**config.mk**
```make
export PLATFORM = sky130hd
export DESIGN_NAME = des_block_sequencer_flat
export DESIGN_NICKNAME = d
export VERILOG_FILES = /design/src/rtl/des_block_sequencer_if.sv /design/src/rtl/des_block_sequencer.sv /design/src/flat_wrapper.sv
export SDC_FILE = /design/constraint.sdc
export NUM_CORES = 1
export LEC_CHECK = 0
export CAP_MARGIN = 0
export CORE_AREA = 5 5 160 162
export CTS_CLUSTER_DIAMETER = 120
export CTS_CLUSTER_SIZE = 14
export DETAILED_ROUTE_END_ITERATION = 10
export DIE_AREA = 0 0 165 167
export PLACE_DENSITY = 0.68
export SLEW_MARGIN = 25
export SYNTH_ARGS = -nofsm -noshare
export SYNTH_HDL_FRONTEND = slang
export SYNTH_SLANG_ARGS = --single-unit
```
**constraint.sdc**
```tcl
create_clock -name clk -period 13.1 [get_ports clk]
set_clock_uncertainty 0.15 [all_clocks]
set_input_delay 2.62 -clock clk [delete_from_list [all_inputs] [get_ports clk]]
set_output_delay 2.62 -clock clk [all_outputs]
set_load 0.1 [all_outputs]
```
**src/rtl/des_block_sequencer_if.sv**
```systemverilog
// Stream-side and DES-core-side handshake bundle for des_block_sequencer.
// slave: the sequencer's view; master: the environment (DMA side plus core).
interface des_block_sequencer_if;
  logic [63:0] in_data;
  logic        in_valid;
  logic        in_ready;
  logic [63:0] out_data;
  logic        out_valid;
  logic        out_ready;
  logic [63:0] eng_message;
  logic [63:0] eng_key;
  logic        eng_enable;
  logic        eng_ack;
  logic [63:0] eng_result;
  logic        eng_done;

  modport slave (
    input  in_data, in_valid, out_ready, eng_result, eng_done,
    output in_ready, out_data, out_valid, eng_message, eng_key, eng_enable, eng_ack
  );

  modport master (
    output in_data, in_valid, out_ready, eng_result, eng_done,
    input  in_ready, out_data, out_valid, eng_message, eng_key, eng_enable, eng_ack
  );
endinterface

```
**src/rtl/des_block_sequencer.sv**
```systemverilog
// Feeds 64-bit blocks one at a time through a multi-cycle DES decrypt core, with a latency
// watchdog and delivered-block counter. Define DES_SEQ_CBC_EN for CBC chaining (ECB otherwise).
module des_block_sequencer #(
  parameter int TIMEOUT = 64,
  parameter int CNT_W   = 16
) (
  input  logic               clk,
  input  logic               reset,
  input  logic [63:0]        key_in,
  input  logic               key_load,
`ifdef DES_SEQ_CBC_EN
  input  logic [63:0]        iv_in,
  input  logic               iv_load,
`endif
  des_block_sequencer_if.slave bus,
  output logic               busy,
  output logic               err,
  input  logic               err_clr,
  output logic [CNT_W-1:0]   blk_count
);

  localparam int              WD_W    = $clog2(TIMEOUT) + 1;
  localparam logic [WD_W-1:0] WD_LAST = WD_W'(TIMEOUT - 1);

  typedef enum logic [2:0] {
    IDLE      = 3'd0,
    ISSUE     = 3'd1,
    WAIT_DONE = 3'd2,
    ACK       = 3'd3,
    OUT       = 3'd4
  } state_t;

  state_t            state_r, state_s;
  logic [63:0]       key_r, msg_r, out_r;
  logic [WD_W-1:0]   wd_r;
  logic [CNT_W-1:0]  cnt_r;
  logic              in_ready_r, busy_r, enable_r, ack_r, out_valid_r, err_r;
  logic              accept_s, capture_s, timeout_s, deliver_s;

`ifdef DES_SEQ_CBC_EN
  logic [63:0]       chain_r;

  function automatic logic [63:0] unchain(input logic [63:0] result, input logic [63:0] chain);
    return result ^ chain;
  endfunction
`endif

  // Next-state decode; done beats a coincident watchdog expiry.
  always_comb begin
    state_s   = state_r;
    accept_s  = 1'b0;
    capture_s = 1'b0;
    timeout_s = 1'b0;
    deliver_s = 1'b0;
    case (state_r)
      IDLE: begin
        if (bus.in_valid && in_ready_r) begin
          accept_s = 1'b1;
          state_s  = ISSUE;
        end else begin
          state_s  = IDLE;
        end
      end
      ISSUE: state_s = WAIT_DONE;
      WAIT_DONE: begin
        if (bus.eng_done) begin
          capture_s = 1'b1;
          state_s   = ACK;
        end else if (wd_r == WD_LAST) begin
          timeout_s = 1'b1;
          state_s   = IDLE;
        end else begin
          state_s   = WAIT_DONE;
        end
      end
      ACK: state_s = OUT;
      OUT: begin
        if (bus.out_ready) begin
          deliver_s = 1'b1;
          state_s   = IDLE;
        end else begin
          state_s   = OUT;
        end
      end
      default: state_s = IDLE;
    endcase
  end

  // State register plus registered Moore outputs, error flag and block counter.
  always_ff @(posedge clk or posedge reset) begin
    if (reset) begin
      state_r     <= IDLE;
      in_ready_r  <= 1'b0;
      busy_r      <= 1'b0;
      enable_r    <= 1'b0;
      ack_r       <= 1'b0;
      out_valid_r <= 1'b0;
      err_r       <= 1'b0;
      cnt_r       <= {CNT_W{1'b0}};
    end else begin
      state_r     <= state_s;
      in_ready_r  <= (state_s == IDLE);
      busy_r      <= (state_s != IDLE);
      enable_r    <= (state_s == ISSUE);
      ack_r       <= (state_s == ACK);
      out_valid_r <= (state_s == OUT);
      if (timeout_s) begin
        err_r <= 1'b1;
      end else if (err_clr) begin
        err_r <= 1'b0;
      end
      if (deliver_s) begin
        cnt_r <= cnt_r + {{(CNT_W-1){1'b0}}, 1'b1};
      end
    end
  end

  // Key, message, result, chain and watchdog registers.
  always_ff @(posedge clk or posedge reset) begin
    if (reset) begin
      key_r   <= 64'd0;
      msg_r   <= 64'd0;
      out_r   <= 64'd0;
      wd_r    <= {WD_W{1'b0}};
`ifdef DES_SEQ_CBC_EN
      chain_r <= 64'd0;
`endif
    end else begin
      if (state_r == IDLE && key_load) begin
        key_r <= key_in;
      end
      if (accept_s) begin
        msg_r <= bus.in_data;
      end
      if (state_r == ISSUE) begin
        wd_r <= {WD_W{1'b0}};
      end else if (state_r == WAIT_DONE && !capture_s && !timeout_s) begin
        wd_r <= wd_r + {{(WD_W-1){1'b0}}, 1'b1};
      end
`ifdef DES_SEQ_CBC_EN
      // Chain only moves in IDLE (IV) or at delivery, so it is stable from capture to handshake.
      if (capture_s) begin
        out_r <= unchain(bus.eng_result, chain_r);
      end
      if (state_r == IDLE && iv_load) begin
        chain_r <= iv_in;
      end else if (deliver_s) begin
        chain_r <= msg_r;
      end
`else
      if (capture_s) begin
        out_r <= bus.eng_result;
      end
`endif
    end
  end

  assign bus.in_ready    = in_ready_r;
  assign bus.out_valid   = out_valid_r;
  assign bus.out_data    = out_r;
  assign bus.eng_message = msg_r;
  assign bus.eng_key     = key_r;
  assign bus.eng_enable  = enable_r;
  assign bus.eng_ack     = ack_r;
  assign busy            = busy_r;
  assign err             = err_r;
  assign blk_count       = cnt_r;

endmodule

```
**src/flat_wrapper.sv**
```systemverilog
// flat-port wrapper written by rule: the top's interface ports become plain ports
module des_block_sequencer_flat 
#(
  parameter int TIMEOUT = 64,
  parameter int CNT_W   = 16
)
  (clk, reset, key_in, key_load, busy, err, err_clr, blk_count, bus_in_data, bus_in_valid, bus_out_ready, bus_eng_result, bus_eng_done, bus_in_ready, bus_out_data, bus_out_valid, bus_eng_message, bus_eng_key, bus_eng_enable, bus_eng_ack);
  des_block_sequencer_if bus_i ();
  input  logic clk;
  input  logic reset;
  input  logic [63:0] key_in;
  input  logic key_load;
  output logic busy;
  output logic err;
  input  logic err_clr;
  output logic [CNT_W-1:0] blk_count;
  input wire logic [$bits(bus_i.in_data)-1:0] bus_in_data;
  input wire logic [$bits(bus_i.in_valid)-1:0] bus_in_valid;
  input wire logic [$bits(bus_i.out_ready)-1:0] bus_out_ready;
  input wire logic [$bits(bus_i.eng_result)-1:0] bus_eng_result;
  input wire logic [$bits(bus_i.eng_done)-1:0] bus_eng_done;
  output wire logic [$bits(bus_i.in_ready)-1:0] bus_in_ready;
  output wire logic [$bits(bus_i.out_data)-1:0] bus_out_data;
  output wire logic [$bits(bus_i.out_valid)-1:0] bus_out_valid;
  output wire logic [$bits(bus_i.eng_message)-1:0] bus_eng_message;
  output wire logic [$bits(bus_i.eng_key)-1:0] bus_eng_key;
  output wire logic [$bits(bus_i.eng_enable)-1:0] bus_eng_enable;
  output wire logic [$bits(bus_i.eng_ack)-1:0] bus_eng_ack;
  assign bus_i.in_data = bus_in_data;
  assign bus_i.in_valid = bus_in_valid;
  assign bus_i.out_ready = bus_out_ready;
  assign bus_i.eng_result = bus_eng_result;
  assign bus_i.eng_done = bus_eng_done;
  assign bus_in_ready = bus_i.in_ready;
  assign bus_out_data = bus_i.out_data;
  assign bus_out_valid = bus_i.out_valid;
  assign bus_eng_message = bus_i.eng_message;
  assign bus_eng_key = bus_i.eng_key;
  assign bus_eng_enable = bus_i.eng_enable;
  assign bus_eng_ack = bus_i.eng_ack;
  des_block_sequencer #(.TIMEOUT(TIMEOUT), .CNT_W(CNT_W)) u_core (.clk(clk), .reset(reset), .key_in(key_in), .key_load(key_load), .bus(bus_i), .busy(busy), .err(err), .err_clr(err_clr), .blk_count(blk_count));
endmodule
```
==> flow_summary.json <==
{
  "cp_slowest_cell": "clkdlybuf4s50_1",
  "port-buffer-count": 412,
  "critPathRequiredTime_ns": 10.33,
  "worstSkewPairLatency_ns": 0.47,
  "path_class": "reg2out",
  "period_share_pct": 37.4,
  "synth_edf_count": 0,
  "outcome": "completed",
  "cp.depth": 1,
  "antenna_found_initial": 2,
  "hp-class": "reg2reg",
  "path_cells": "clkdlybuf4s50_1",
  "critPathArrivalTime_ns": 2.13,
  "rsz0062_at_grt": "false",
  "holdPathEnd": "u_core.blk_count[15]",
  "start_kind": "flip-flop",
  "die_w_um": 165,
  "die_area_sq_um": 27600,
  "ys_ff_latch": 224,
  "syn_to_final_growth_pct": 56.2,
  "synth_largest_area_cell": "dfrtp_1",
  "ys_top_cells_by_count": "dfrtp_1, mux2_2, xnor2_1, buf_4, buf_6",
  "htreeDepth": 1,
  "slowest_delay_ns": 1.19,
  "synthFlopType": "dfrtp_1",
  "whs_path_depth": 1,
  "synth_area_per_cell_sq_um": 16.2,
  "syn-num-nets": 735,
  "grtUsageTotal_pct": 16.5,
  "routed_wl_mm": 23.9,
  "vias": 5855,
  "cts_num_sinks": 224,
  "row_count": 57,
  "wl_per_cell_um": 18.8,
  "clk_pin_slew_ns": 0.07,
  "crit_family": "buffers and inverters",
  "grt_pass1_wl_mm": 36.0,
  "nets": 1148,
  "r2r_end": "u_core.bus.eng_message[39]",
  "ctsHoldBuffers": 0,
  "drc": 0,
  "syn_area_sq_um": 8640,
  "gp_congestion": 0.791,
  "setup_tns_ns": 0,
  "die_h_um": 167,
  "cts_buffers": 19,
  "finalHoldViolations": 0,
  "fmax_mhz": 204,
  "grt_max_degree": 98,
  "ys_seq_area_share_pct": 64.9,
  "cp_max_fo": 7,
  "maxCapViolations": 0,
  "hpwlAfterDp_mm": 18.0,
  "synth_warnings": 0,
  "ant_nets": 0,
  "slew_violations": 0,
  "gr-total-overflow": 0,
  "finalCriticalPeriod_ns": 4.90,
  "cts-root-buf": "clkbuf_16",
  "synth_top_area_share_pct": 64.9,
  "synthArstFlopShare_pct": 100,
  "tritoncts": "built",
  "slew_headroom_pct": 29.2,
  "start_util_pct": 36.0,
  "cp_num_buf_inv": 1,
  "initialDrtViolationCount": 241,
  "synth_cell_type_count": 36,
  "post-synth-top-count-cell": "dfrtp_1",
  "viasPerCell": 4.61,
  "hold_path_startpoint": "u_core.blk_count[15]",
  "first_global_vias": 6201,
  "drive_gt1_share_pct": 23.1,
  "post_cts_resized": 0,
  "cts_buffer_depth": 3,
  "syn_inst": 534,
  "worst_pin_slew_ns": 1.06,
  "r2r_setup_slack_ns": 10.53,
  "r2r_start": "u_core.state_r[1]",
  "setup_viol": 0,
  "coreArea_sq_um": 24000,
  "cp-end-kind": "output port",
  "first_pass_iters": 4,
  "post_cts_buffers": 0,
  "io_pins": 413,
  "antenna_cells": 0,
  "ff2ff_path_depth": 3,
  "synth_area_leaders": "dfrtp_1, mux2_2, buf_6, xnor2_1, mux2_1"
}
==> worst reg2reg max path, cell delays in order, from the launching register on <==
cell	delay [ns]
dfrtp_1	0.55
nor4_4	0.77
buf_4	0.58
mux2_2	0.42
==> cell families after synthesis <==
logic type	synth area share [%]
xor gates and xnor gates	1.62
and+or+nand+nor	3.48
AOI/OAI and AO/OA	1.55
muxes	25.3
buffers and inverters	2.88
adders and majority gates	0.290
DFF	64.9
==> final cells by class <==
| class | count | area, sq um |
|---|---|---|
| well taps | 324 | 405 |
| repair buffers | 418 | 4170 |
| fillers | 2049 | 10500 |
| inverters | 6 | 30.0 |
| clock buffers | 19 | 475 |
| multi-input cells | 278 | 2800 |
| flip-flops and latches | 224 | 5610 |
==> metal layers <==
metal	GRT usage [%]	wire length (um)	vias up
met1	19.0	8960	2886
li1	-	-	2687
met2	28.7	11900	238
met4	5.03	631	4
met5	0	21	-
met3	5.96	2410	40
==> metrics by stage <==
stage | setup slack, ns | util [%] | std cells | cell area, sq um | hold slack [ns]
5_1_grt | 8.13 | 56.3 | 1269 | 13500 | 0.341
2_1_floorplan | 4.20 | - | 534 | 8640 | 0.347
3_5_place_dp | 8.05 | 54.3 | 1250 | 13000 | 0.318
4_1_cts | 8.17 | 56.3 | 1269 | 13500 | 0.329
3_3_place_gp | 8.06 | 54.3 | 1250 | 13000 | 0.311
6_report | 8.20 | 56.3 | 1269 | 13500 | 0.320
==> cell usage in the layout (no fill, tap or decap), drive strengths merged <==
cell type / n
a21o: 2
xor2: 3
ha: 2
and2: 2
dfrtp: 224
xnor2: 13
or3: 1
o31ai: 5
a21oi: 2
mux2i: 1
clkdlybuf4s50: 412
and4bb: 1
clkbuf: 19
nor4: 1
o21ai: 4
and4: 3
inv: 6
nand4: 5
nor2: 6
nand2: 10
nand2b: 1
nand3: 9
mux2: 193
o211ai: 4
o211a: 1
and3: 3
nor4b: 3
nor2b: 2
buf: 6
o22ai: 1
==> flip-flops by register name, summed over array words and instances, names as in the netlist <==
| signal | count |
|---|---|
| u_core.bus.out_valid | 1 |
| u_core.bus.eng_enable | 1 |
| u_core.bus.eng_ack | 1 |
| u_core.err | 1 |
| u_core.bus.eng_message | 64 |
| u_core.bus.in_ready | 1 |
| u_core.bus.eng_key | 64 |
| u_core.busy | 1 |
| u_core.state_r | 3 |
| u_core.bus.out_data | 64 |
| u_core.wd_r | 7 |
| u_core.blk_count | 16 |
==> how the worst max path moves through the flow <==
stage	start	slack, ns	to
floorplan	reset	4.20	u_core.blk_count[0]
global placement	bus_in_valid	8.06	u_core.bus.eng_message[12]
detailed placement	bus_in_valid	8.05	u_core.bus.eng_message[23]
CTS	u_core.blk_count[3]	8.17	blk_count[3]
global route	u_core.blk_count[3]	8.13	blk_count[3]
finish	u_core.blk_count[3]	8.20	blk_count[3]
Power is not shown: default switching activity piles up to over one toggle a cycle in this logic, so the estimate is an artifact.
